$ cat src/rtl/fifo_drain_ctrl.sv
// fifo_drain_ctrl: drains a FIFO to a valid/ready stream in bursts of up to BURST_LEN beats.
// Latency: read strobe 1 cycle after the trigger, beat valid 3 cycles after it; 3 cycles per beat.
// Backpressure: holds the beat (valid/data/last stable) while out_ready is low; no read meanwhile.
// Ports: clk/reset (async, active-high); enable, thresh, fifo_count, fifo_empty select when a burst
// starts; fifo_rd_en/fifo_rd_data form the FIFO read port; out_valid/out_ready/out_data/out_last
// are the downstream stream; busy is high whenever a burst is in progress.
module fifo_drain_ctrl #(
  parameter int DATA_WIDTH = 8,
  parameter int CNT_WIDTH  = 9,
  parameter int BURST_LEN  = 16,
  parameter int TIMEOUT    = 200
) (
  input  logic                  clk,
  input  logic                  reset,
  input  logic                  enable,
  input  logic [CNT_WIDTH-1:0]  thresh,
  input  logic [CNT_WIDTH-1:0]  fifo_count,
  input  logic                  fifo_empty,
  output logic                  fifo_rd_en,
  input  logic [DATA_WIDTH-1:0] fifo_rd_data,
  output logic                  out_valid,
  input  logic                  out_ready,
  output logic [DATA_WIDTH-1:0] out_data,
  output logic                  out_last,
  output logic                  busy
);

  typedef enum logic [1:0] {IDLE, RD, CAP, SEND} state_t;

  state_t     state;
  logic [7:0] beats_left;
  logic [7:0] idle_timer;

  logic       thresh_hit;
  logic       timeout_hit;
  logic       trigger;
  logic [7:0] burst_beats;

  always_comb begin
    thresh_hit  = (thresh != '0) && (fifo_count >= thresh);
    timeout_hit = (idle_timer == 8'(TIMEOUT));
    trigger     = enable && !fifo_empty && (thresh_hit || timeout_hit);
    // A non-empty FIFO holds at least one entry; never latch a zero-beat
    // burst even if the count input lags the empty flag.
    if (32'(fifo_count) >= BURST_LEN)
      burst_beats = 8'(BURST_LEN);
    else if (fifo_count == '0)
      burst_beats = 8'd1;
    else
      burst_beats = 8'(fifo_count);
  end

  always_ff @(posedge clk or posedge reset) begin
    if (reset) begin
      state      <= IDLE;
      beats_left <= '0;
      idle_timer <= '0;
      out_data   <= '0;
    end else begin
      case (state)
        IDLE: begin
          if (trigger) begin
            beats_left <= burst_beats;
            idle_timer <= '0;
            state      <= RD;
          end else if (enable && !fifo_empty) begin
            if (idle_timer != 8'(TIMEOUT))
              idle_timer <= idle_timer + 8'd1;
          end else begin
            idle_timer <= '0;
          end
        end
        RD: begin
          // Count the beat when it is read, so SEND sees 0 on the final beat.
          beats_left <= beats_left - 8'd1;
          state      <= CAP;
        end
        CAP: begin
          out_data <= fifo_rd_data;
          state    <= SEND;
        end
        SEND: begin
          if (out_ready)
            state <= (beats_left != 8'd0) ? RD : IDLE;
        end
        default: state <= IDLE;
      endcase
    end
  end

  // Control outputs depend only on registered state, never on inputs.
  assign fifo_rd_en = (state == RD);
  assign out_valid  = (state == SEND);
  assign out_last   = (state == SEND) && (beats_left == 8'd0);
  assign busy       = (state != IDLE);

endmodule
$ cat config.mk
export PLATFORM = sky130hd
export DESIGN_NAME = fifo_drain_ctrl
export DESIGN_NICKNAME = d
export VERILOG_FILES = /design/src/rtl/fifo_drain_ctrl.sv
export SDC_FILE = /design/constraint.sdc
export NUM_CORES = 1
export LEC_CHECK = 0
export BUFFER_PORTS_ARGS = -buffer_cell sky130_fd_sc_hd__buf_4
export CAP_MARGIN = 30
export CORE_MARGIN = 8
export CORE_UTILIZATION = 56
export CTS_BUF_LIST = sky130_fd_sc_hd__clkbuf_4
export DETAILED_ROUTE_END_ITERATION = 10
export PLACE_DENSITY = 0.83
export SETUP_SLACK_MARGIN = 0.2
export SYNTH_ARGS = -nofsm -noshare
export SYNTH_HDL_FRONTEND = slang
export SYNTH_SLANG_ARGS = --single-unit
$ cat constraint.sdc
create_clock -name clk -period 2.67 [get_ports clk]
set_input_delay 0.1335 -clock clk [delete_from_list [all_inputs] [get_ports clk]]
set_output_delay 0.1335 -clock clk [all_outputs]
set_load 0.02 [all_outputs]
==> results_dict.tcl <==
set metrics [dict create \
    yosys_most_used_dff "dfrtp_1" \
    die_y_um 73.4 \
    synth_edf_count 0 \
    critPathArrivalTime_ns 2.24 \
    first_pass_iters 4 \
    hold_viol 0 \
    finalPower_mw 2.10 \
    clock_skew_ns 0.0101 \
    clkSinkCount 26 \
    grt_antenna_before_repair 0 \
    cpMaxStageDelayCell "or4_1" \
    postSynthAreaPerCell_um2 9.80 \
    grt_pass1_wl_um 7100 \
    r2r-start "idle_timer[0]" \
    htree_levels 1 \
    drc_errors 0 \
    final_cell_count_no_fill 281 \
    p_leak_nw 1.06 \
    vias 1552 \
    power.switching_mw 0.876 \
    startpoint_type "register" \
    die_x_um 73.4 \
    synth_warnings 0 \
    synth_nets 236 \
    path_class "register to output pin" \
    max_cap_viol_count 0 \
    worst_slew_pin_slew_ns 0.594 \
    cp-startpoint "beats_left[1]" \
    fmax_ghz 0.422 \
    placed_cells 275 \
    critical_path.max_fanout 5 \
    crit_required_ns 2.54 \
    synth_top_family_by_area "simple AND/OR/NAND/NOR gates" \
    wire_per_inst_um 15.0 \
    period_share 0.887 \
    ir_drop_mv 0.657 \
    rsz0062_at_grt "false" \
    synth_compound_area_frac 0.209 \
    antenna_cells 0 \
    min_path_type "primary input to register" \
    endpoint "out_last" \
    globalRouteOverflowTotal 0 \
    final_cell_mix "buf_4, dfrtp_1, inv_1" \
    swShare 0.417 \
    seq_power_share 0.316 \
    reg2regPathDepth 8 \
    slew_violations 0 \
    rrSetupSlack_ns 0.55 \
    crit_path_max_incr_delay_ns 0.48 \
    syn_area_mm2 0.00184 \
    synthCells 188 \
    ys_async_sr_fraction 1.00 \
    fin_tns_setup_ns 0 \
    slew-limit-headroom 0.604 \
    drtAntennaViolNets 0 \
    gp_congestion 0.867 \
    insertion_delay_ns 0.33 \
    endpoint_kind "output pin" \
    ys_types 52 \
    cts_root_buf "clkbuf_4" \
    start_util 0.566 \
    avgViaCountPerCell 5.52 \
    muxShareOfSynthArea 0.0570 \
    p_per_area_mw_per_mm2 916 \
    row_count 21 \
    dieArea_mm2 0.00538 \
    nets 284 \
    place_hpwl_um 3340 \
    grt_pass1_vias 1537 \
    combPwrFrac 0.556 \
    ios 43 \
    period_needed_ns 2.37 \
    area_growth_pct 24.6 \
    fin_hold_ws_ns 0.0253 \
    grt_max_degree 16 \
    p_clk_frac 0.128 \
    crit_chain "inv_1, ha_2, or3b_1, or4_1, nor3b_2, buf_4" \
    drt-initial-drc-count 72 \
    grtUsageTotal 0.166 \
    wl_um 4220 \
    finalSetupViolations 0 \
    synthXorXnorAreaFrac 0.00475 \
    drive_gt1_frac 0.349 \
    clk_pin_slew_worst_paths_ns 0.15 \
    core_area_mm2 0.00326 \
    synth_fa_ha_area_frac 0.115 \
    ys_seq_elements 26 \
    mostFrequentLayoutCell "buf_4" \
    yosysSeqAreaShare 0.353 \
    p_int_mw 1.23 \
    status "complete, no violations" \
    cts_tree "yes" \
    cts_buffer_depth 2 \
    r2r_end "state[1]" \
    numPortBuffers 42 \
    synth_simple_gate_area_frac 0.210 \
    numCtsBuffers 3 \
]
-- what timing repair did --
item | in CTS | in global routing
endpoints found under the setup margin | 0 | 1
hold endpoints to repair | 13 | 0
buffers inserted | 0 | 1
hold buffers | 1 | 0
resized for setup | 0 | 2
-- critical path, delay by kind of cell (launching register included) --
family	cells	cell delay, ns
DFF	1	0.43
adders and majority gates	1	0.20
buffers and inverters	2	0.23
and+or+nand+nor	3	1.06
-- layer usage --
| metal | global-route usage | vias to the layer above | share of wire |
|---|---|---|---|
| met5 | 0 | - | 0 |
| met4 | 0.0554 | 0 | 0.010 |
| met3 | 0.0341 | 5 | 0.024 |
| met2 | 0.300 | 23 | 0.56 |
| met1 | 0.189 | 748 | 0.41 |
| li1 | - | 776 | - |
-- cell usage after synthesis, types with 3 or more instances --
cell | number | share of area
nand2b_1 | 4 | 0.014
and3_1 | 3 | 0.010
a31oi_1 | 6 | 0.020
nor2_1 | 7 | 0.014
or2_2 | 4 | 0.014
or2b_1 | 3 | 0.012
o21ai_0 | 5 | 0.014
nand3_1 | 5 | 0.014
mux2_2 | 8 | 0.049
o211ai_1 | 4 | 0.016
nor3_1 | 4 | 0.011
ha_1 | 17 | 0.12
nor2b_1 | 3 | 0.010
nand2_1 | 13 | 0.026
o21ai_1 | 4 | 0.011
dfrtp_1 | 26 | 0.35
or4_1 | 3 | 0.012
a21oi_1 | 13 | 0.035
inv_1 | 18 | 0.037
-- cell type report --
cell class,instances,area [um2]
fillers,274,961
well taps,46,57.6
clock inverters,1,30.0
flip-flops and latches,26,651
repair buffers,47,363
inverters,18,67.6
clock buffers,3,22.5
multi-input cells,140,1110
-- flip-flops by register name, summed over array words and instances (netlist names) --
name and count:
beats_left 8, idle_timer 8, out_data 8, state 2
-- metrics by stage --
stage	area, um2	utilization	setup WS [ns]
after detailed placement	2220	0.681	0.599
after floorplan	1840	-	0.557
after global placement	2200	0.677	0.637
after global routing	2300	0.705	0.166
after CTS	2280	0.700	0.251
final	2300	0.705	0.301
-- logic make-up after synthesis --
family | after synthesis
AND/OR/NAND/NOR | 62
XOR/XNOR | 1
buffers and inverters | 22
adder cells (fa/ha/maj) | 17
flip-flops | 26
multiplexers | 9
AO/OA/AOI/OAI | 51
-- worst min-delay path by stage --
stage | startpoint | end | slack, ns | cells past startpoint
after global routing | fifo_rd_data[5] | out_data[5] | 0.01 | 2
final | fifo_rd_data[2] | out_data[2] | 0.03 | 2
after global placement | fifo_rd_data[3] | out_data[3] | 0.37 | 2
after detailed placement | reset | out_data[3] | 0.23 | 2
after CTS | fifo_rd_data[2] | out_data[2] | 0.02 | 2
after floorplan | reset | beats_left[0] | 0.17 | 1
-- power by group through the flow --
stage | sequential, mW | clock, mW | combinational [mW]
after floorplan | 0.718 | 0 | 0.755
after global placement | 0.656 | 0 | 1.12
after detailed placement | 0.668 | 0 | 1.15
after CTS | 0.661 | 0.275 | 1.16
after global routing | 0.682 | 0.290 | 1.29
final | 0.664 | 0.270 | 1.17
Power figures use the tool's default switching activity.
